File: src/rtl/bram_search_pkg.sv
// Shared types and default widths for the BRAM key-search sequencer.
package bram_search_pkg;

   typedef enum logic [1:0] {
      IDLE,
      ISSUE,
      CAPTURE,
      DONE
   } state_t;

   localparam int unsigned DATA_WIDTH_DEF    = 8;
   localparam int unsigned ADDRESS_WIDTH_DEF = 8;

endpackage

File: src/rtl/bram_search_ctrl.sv
// Clocked scan of a single-port BRAM for a runtime key: two cycles per word
// (issue read, capture data), reporting first match position, count and found.
module bram_search_ctrl
   import bram_search_pkg::*;
#(
   parameter int unsigned DATA_WIDTH    = DATA_WIDTH_DEF,
   parameter int unsigned ADDRESS_WIDTH = ADDRESS_WIDTH_DEF,
   parameter int unsigned DEPTH         = 8
) (
   input  logic                     clk,
   input  logic                     rst,
   input  logic                     start,
   input  logic [DATA_WIDTH-1:0]    key,
   input  logic                     first_only,
   output logic                     ram_cs,
   output logic                     ram_oe,
   output logic                     ram_we,
   output logic [ADDRESS_WIDTH-1:0] ram_address,
   input  logic [DATA_WIDTH-1:0]    ram_dout,
   output logic                     busy,
   output logic                     done,
   output logic                     found,
   output logic [ADDRESS_WIDTH-1:0] position,
   output logic [ADDRESS_WIDTH:0]   match_count
);

   localparam logic [ADDRESS_WIDTH-1:0] LAST_ADDR = ADDRESS_WIDTH'(DEPTH - 1);
   localparam logic [ADDRESS_WIDTH-1:0] ADDR_ONE  = ADDRESS_WIDTH'(1);
   localparam logic [ADDRESS_WIDTH:0]   CNT_ONE   = (ADDRESS_WIDTH + 1)'(1);

   state_t                   state_q, state_d;
   logic [DATA_WIDTH-1:0]    key_q, key_d;
   logic                     first_only_q, first_only_d;
   logic                     rd_q, rd_d;
   logic [ADDRESS_WIDTH-1:0] addr_q, addr_d;
   logic                     busy_q, busy_d;
   logic                     done_q, done_d;
   logic                     found_q, found_d;
   logic [ADDRESS_WIDTH-1:0] position_q, position_d;
   logic [ADDRESS_WIDTH:0]   count_q, count_d;
   logic                     hit;
   logic                     last;

   always_comb begin
      hit  = (ram_dout == key_q);
      last = (addr_q == LAST_ADDR) || (hit && first_only_q);
   end

   always_comb begin
      state_d      = state_q;
      key_d        = key_q;
      first_only_d = first_only_q;
      rd_d         = rd_q;
      addr_d       = addr_q;
      busy_d       = busy_q;
      done_d       = 1'b0;
      found_d      = found_q;
      position_d   = position_q;
      count_d      = count_q;

      case (state_q)
         IDLE: begin
            if (start) begin
               state_d      = ISSUE;
               key_d        = key;
               first_only_d = first_only;
               found_d      = 1'b0;
               position_d   = '0;
               count_d      = '0;
               busy_d       = 1'b1;
               addr_d       = '0;
               rd_d         = 1'b1;
            end
         end
         ISSUE: begin
            state_d = CAPTURE;
            rd_d    = 1'b0;
         end
         CAPTURE: begin
            if (hit) begin
               count_d = count_q + CNT_ONE;
               if (!found_q) begin
                  found_d    = 1'b1;
                  position_d = addr_q;
               end
            end
            // Address is held at the final word so it never passes DEPTH-1.
            if (last) begin
               state_d = DONE;
               busy_d  = 1'b0;
               done_d  = 1'b1;
               rd_d    = 1'b0;
            end else begin
               state_d = ISSUE;
               addr_d  = addr_q + ADDR_ONE;
               rd_d    = 1'b1;
            end
         end
         DONE: begin
            state_d = IDLE;
         end
         default: begin
            state_d = IDLE;
         end
      endcase
   end

   always_ff @(posedge clk) begin
      if (rst) begin
         state_q      <= IDLE;
         key_q        <= '0;
         first_only_q <= 1'b0;
         rd_q         <= 1'b0;
         addr_q       <= '0;
         busy_q       <= 1'b0;
         done_q       <= 1'b0;
         found_q      <= 1'b0;
         position_q   <= '0;
         count_q      <= '0;
      end else begin
         state_q      <= state_d;
         key_q        <= key_d;
         first_only_q <= first_only_d;
         rd_q         <= rd_d;
         addr_q       <= addr_d;
         busy_q       <= busy_d;
         done_q       <= done_d;
         found_q      <= found_d;
         position_q   <= position_d;
         count_q      <= count_d;
      end
   end

   assign ram_cs      = rd_q;
   assign ram_oe      = rd_q;
   assign ram_we      = 1'b0;
   assign ram_address = addr_q;
   assign busy        = busy_q;
   assign done        = done_q;
   assign found       = found_q;
   assign position    = position_q;
   assign match_count = count_q;

endmodule

File: config.mk
export PLATFORM = sky130hd
export DESIGN_NAME = bram_search_ctrl
export DESIGN_NICKNAME = d
export VERILOG_FILES = /design/src/rtl/bram_search_pkg.sv /design/src/rtl/bram_search_ctrl.sv
export SDC_FILE = /design/constraint.sdc
export NUM_CORES = 1
export LEC_CHECK = 0
export ABC_CLOCK_PERIOD_IN_PS = 4180
export CAP_MARGIN = 25
export CORE_UTILIZATION = 52
export DETAILED_ROUTE_END_ITERATION = 10
export GPL_TIMING_DRIVEN = 1
export PLACE_DENSITY = 0.81
export SETUP_SLACK_MARGIN = 0.15
export SLEW_MARGIN = 20
export SYNTH_ARGS = -nofsm -noshare
export SYNTH_HDL_FRONTEND = slang
export SYNTH_SLANG_ARGS = --single-unit
File: constraint.sdc
create_clock -name clk -period 4.18 [get_ports clk]
set_clock_uncertainty 0.15 [all_clocks]
set_input_delay 1.045 -clock clk [delete_from_list [all_inputs] [get_ports clk]]
set_output_delay 1.045 -clock clk [all_outputs]
set_load 0.02 [all_outputs]
==> Yosys cells after proc, flatten, opt, wreduce, memory -nomap -nowiden <==
Index checks and enable logic that the tools add are counted.
{ "totals": {"ff_bits": 40, "inputBits": 20, "out_inout_bits": 31} }
{ "classes": {"add_sub_neg": 2, "n_eq_ne": 10, "muxes": 21, "bitwise_logic": 1, "reduce_logical": 12} }
{ "op_table": {"columns": ["cell", "n"], "rows": [
  ["8-bit 2-to-1 mux", 4],
  ["8-bit case mux with 2 select lines", 2],
  ["9-bit 2-to-1 mux", 2],
  ["9-bit case mux with 2 select lines", 1],
  ["2-bit inequality test (second input constant)", 5],
  ["9-bit by 1-bit adder with 9-bit output (second input constant)", 1],
  ["3-bit AND reduction", 3],
  ["8-bit by 1-bit adder with 8-bit output (second input constant)", 1],
  ["8-bit by 3-bit == test with 1-bit output (second input constant)", 1],
  ["8-bit == test", 1],
  ["2-bit case mux with 4 select lines", 1],
  ["1-bit 2-to-1 mux", 6],
  ["2-bit == test (second input constant)", 2],
  ["2-bit 2-to-1 mux", 2],
  ["1-bit case mux with 2 select lines", 2],
  ["2-bit AND reduction", 2],
  ["4-bit AND reduction", 1],
  ["1-bit case mux with 3 select lines", 1],
  ["3-bit nonzero test", 1],
  ["2-bit by 1-bit == test with 1-bit output (second input constant)", 1],
  ["2-bit logical NOT", 1],
  ["2-bit nonzero test", 1],
  ["2-bit OR reduction", 1],
  ["1-bit logical AND", 1],
  ["2 further kinds", 2]
]} }

==> Depth between registers and ports, before layout <==
{ "depth": {"word_depth": 5, "depth_mapped": 7, "ltp_nobuf": 6} }

==> Worst setup path after synthesis <==
Ideal clock, no wire load.
{ "synth_path": {"path_type": "input to register", "start": "input port ram_dout[1]", "end": "register addr_q[5], in the netlist ram_address[5]", "arrival_ns": 2.204, "setup_slack_ns": 1.704, "path_stages": 6, "path_buffers": 1, "cell_sequence": "xnor2_1 -> and4_1 -> buf_2 -> a31oi_2 -> a21oi_1 -> a311o_1"} }
{ "synth_between": {"elab_chain_cells": 5} }
{ "synth_rtl": {"columns": ["item", "line_no", "source"], "rows": [
  ["from (decl)", "bram_search_ctrl.sv:19", "input logic [DATA_WIDTH-1:0] ram_dout,"],
  ["8-bit == test", "bram_search_ctrl.sv:45", "hit = (ram_dout == key_q);"],
  ["1-bit logical AND", "bram_search_ctrl.sv:46", "last = (addr_q == LAST_ADDR) || (hit && first_only_q);"],
  ["1-bit logical OR", "bram_search_ctrl.sv:46", null],
  ["2-bit inequality test (no source line)", null, null],
  ["3-bit AND reduction (no source line)", null, null],
  ["to (signal assigned)", "bram_search_ctrl.sv:125", "addr_q <= addr_d;"],
  ["to (decl)", "bram_search_ctrl.sv:35", "logic [ADDRESS_WIDTH-1:0] addr_q, addr_d;"]
]} }
No other way between the ends.
A chain may end at the register's enable or synchronous reset.

==> Final worst setup path <==
{ "layout_path": {"start": "input port start", "end": "register addr_q[2], in the netlist ram_address[2]"} }
{ "layout_between": {"elab_chain_cells": 2} }
{ "layout_rtl": {"columns": ["item", "line_no", "source"], "rows": [
  ["from (decl)", "bram_search_ctrl.sv:12", "input logic start,"],
  ["2-bit inequality test (no source line)", null, null],
  ["3-bit AND reduction (no source line)", null, null]
]} }
No other way between the ends.

==> impl_metrics.yaml <==
global_routing:
  grt-ovfl-total: 0
  grt_pass1_wl_um: 8020
  use_met1_pct: 35.3
  antenna_found_initial: 0
  grt.met2_usage_pct: 37.2
  grt_pass1_vias: 1728
  grt_use_met3_pct: 5.25
  grt_use_total_pct: 25.2
  busiest_layer: "met2"
  grt_max_degree: 34
critical_path:
  cpPeakStageDelay_ps: 610
  critPathSlowestCell: "or3b_2"
  path_delay_family: "simple AND/OR/NAND/NOR gates"
  reg2reg_to: "position[3]$_SDFFE_PP0P_"
  rr_worst_depth: 4
  r2r_slack_ps: 1730
  cp_max_fo: 13
  endpoint_kind: "register"
  worstReg2RegStart: "state_q[1]$_SDFFE_PP0P_"
  path_cells: "clkdlybuf4s50_1 -> or3b_2 -> nand2_1 -> nor3_1 -> o41ai_1 -> mux2i_1"
  path_buf_inv: 1
  crit_type: "in -> reg"
  cp.required_ps: 4190
  worstPathArrival_ps: 2950
  cp-start-kind: "primary input"
sta:
  hold_viol_final: 0
  rsz0062_at_grt: "false"
  drv_slew: 0
  max_slew.worst_pin.slew_ps: 833
  post-route-min-period_ps: 2940
  min_period_over_period_pct: 70.4
  max_freq_ghz: 0.340
  timing.hold.ws_ps: 320
  setup_viol: 0
  relSlewSlack_pct: 44.4
  fin_setup_tns_ps: 0
  setup_ws_ps: 1240
placed_design:
  place.port_buffers: 49
  dp.cells: 319
  dp_slack_ps: 972
  place.gp.congestion: 0.827
  dpl.hpwl_um: 3280
  placed_cell_area_mm2: 0.00244
clocking:
  clock_sinks: 40
  cts_root_buf: "clkbuf_8"
  h-tree-depth: 2
  cts_hold_buf: 0
  numCtsBuffers: 5
  cts_tree: "yes"
  insertion_delay_ps: 290
  clockBufferDepth: 2
  path_clk_slew_ps: 70
  cts-resized-gates: 0
  post_cts_buffers: 0
logic_synthesis:
  synthAdderAreaFrac_pct: 1.29
  yosysTopAreaCell: "dfxtp_1"
  synth_edf_count: 0
  synth_cell_types: 45
  postSynthCellCount: 236
  synth-simple-area-share_pct: 22.7
  synth-xor-area-share_pct: 3.60
  synth_compound_area_share_pct: 25.1
  synth-seq-cells: 40
  synth_mux_area_share_pct: 0.514
  synth_top_area_share_pct: 41.2
  synth_top_family_by_area: "compound AO/OA/AOI/OAI gates"
  synth_area_mm2: 0.00195
  avgSynthCellArea_um2: 8.24
  synthFlopType: "dfxtp_1"
  synth_nets: 258
  synthArstFlopShare_pct: 0
  ys_seq_area_share_pct: 41.2
  yosys_warnings: 0
  synth_area_leaders: "dfxtp_1, a21oi_1, nand2_1"
route:
  drc_errors: 0
  dr_total_vias: 1965
  firstDrtPassIters: 4
  wl_per_cell_um: 14.8
  drt-total-wl_um: 4810
  drt-vias-per-instance: 6.03
  ant_nets: 0
  first_iter_violations: 180
finish:
  num_antenna_cells: 0
  nNetsFinal: 302
  postLayoutCellArea_mm2: 0.00254
  layoutNonFillerInstCount: 326
  syn2layout_area_growth_pct: 30.5
  drive_gt1_share_pct: 5.36
  final_core_util_pct: 73.2
floorplanning:
  start_util_pct: 56.1
  dieWidth_um: 63.2
  fp.dieH_um: 63.2
  dieArea_mm2: 0.00399
  core_area_mm2: 0.00347
  io_pins: 51
  row_count: 21
power_and_ir_drop:
  power.switching_uw: 186
  ir_worst_vdd_mv: 0.156
  p_clk_share_pct: 35.9
  pwr-share-seq_pct: 52.2
  p_int_uw: 577
  power_uw: 762
  power_leakage_nw: 0.865
  p_per_area_mw_per_mm2: 300
  switching_share_pct: 24.4
  combPwrFrac_pct: 11.9
hold_path:
  min_from: "key_q[1]$_SDFFE_PP0P_"
  min_path_cells: 2
  hold_path_class: "reg -> reg"
  holdPathEnd: "key_q[1]$_SDFFE_PP0P_"
flow_run:
  max_cap_violations: 0
status:
  status: "complete, no violations"
[synth_stat cells (2+ instances only)]
cell type	instances
nand4_1	5
and4_1	2
nor2_1	11
a311o_1	2
ha_1	2
o32ai_1	5
buf_2	3
o21bai_1	3
buf_4	2
or3_1	2
nor2b_1	4
nand2_1	29
nor4b_1	2
xnor2_1	8
and3_1	4
dfxtp_1	40
o21a_1	4
a21oi_1	28
clkbuf_1	7
inv_1	9
nor3b_1	3
nor3_1	7
o21ai_0	14
o2111ai_1	7
nand3_1	11
nor4_1	2
or4_1	2
[final cells by class]
cell class | count | area, um2
clock buffers | 7 | 96.3
fillers | 289 | 930
inverters | 9 | 33.8
multi-input cells | 173 | 1040
flip-flops and latches | 40 | 801
well taps | 46 | 57.6
repair buffers | 51 | 505
[worst reg2reg max path: cells and delay by family (launching register included)]
kind	cells	cell delay (ps)
compound gates	2	530
simple gates	2	1260
flops	1	450
[layer usage]
metal	vias up	wire length (um)
li1	961	-
met3	11	248
met4	0	93
met5	-	0
met2	72	2180
met1	921	2290
[worst max-delay path by stage]
| stage | from | endpoint | slack (ps) | depth (start not counted) |
|---|---|---|---|---|
| finish | start | ram_address[2]$_SDFFE_PP0P_ | 1240 | 6 |
| global route | start | ram_address[7]$_SDFFE_PP0P_ | 1060 | 6 |
| CTS | start | ram_address[2]$_SDFFE_PP0P_ | 1250 | 6 |
| detailed placement | start | ram_address[2]$_SDFFE_PP0P_ | 970 | 6 |
| global placement | start | ram_address[2]$_SDFFE_PP0P_ | 1030 | 6 |
| floorplan | ram_dout[1] | ram_address[5]$_SDFFE_PP0P_ | 1700 | 6 |
[flip-flops by register name, indices dropped and copies added, names as in the netlist]
register and flops:
match_count 9, key_q 8, position 8, ram_address 8
state_q 2, busy 1, done 1, first_only_q 1
found 1, ram_cs 1
[power groups by stage]
stage / registers [mW] / logic, mW / clock network, mW
CTS: 0.398 / 0.0901 / 0.274
global placement: 0.407 / 0.0883 / 0
global route: 0.399 / 0.0993 / 0.292
detailed placement: 0.407 / 0.0897 / 0
finish: 0.398 / 0.0905 / 0.274
floorplan: 0.408 / 0.0517 / 0
[placed cells by master, fill, tap and decap left out, drive strengths merged, types with 2 or more instances in the layout]
| cell type | netlist | routed |
|---|---|---|
| a21oi | 28 | 28 |
| a311o | 2 | 2 |
| and3 | 5 | 5 |
| and4 | 2 | 2 |
| buf | 7 | 2 |
| clkbuf | 7 | 7 |
| clkdlybuf4s50 | 0 | 49 |
| dfxtp | 40 | 40 |
| ha | 2 | 2 |
| inv | 9 | 9 |
| nand2 | 29 | 29 |
| nand3 | 11 | 11 |
| nand4 | 5 | 5 |
| nor2 | 11 | 11 |
| nor2b | 4 | 4 |
| nor3 | 7 | 7 |
| nor3b | 3 | 3 |
| nor4 | 2 | 2 |
| nor4b | 2 | 2 |
| o2111ai | 7 | 7 |
| o21a | 4 | 4 |
| o21ai | 14 | 14 |
| o21bai | 3 | 3 |
| o32ai | 5 | 5 |
| or3 | 2 | 2 |
| or4 | 2 | 2 |
| xnor2 | 8 | 8 |
[kinds of logic (layout without fill, tap and decap cells)]
| kind of cell | after synthesis | count (layout) |
|---|---|---|
| adder cells (fa/ha/maj) | 2 | 2 |
| multiplexers | 1 | 1 |
| XOR/XNOR | 8 | 8 |
| buffers and inverters | 23 | 67 |
| AO/OA/AOI/OAI | 74 | 74 |
| flip-flops | 40 | 40 |
| AND/OR/NAND/NOR | 87 | 87 |
| other | 1 | 1 |
No activity file was read; power rests on OpenSTA's default activity.
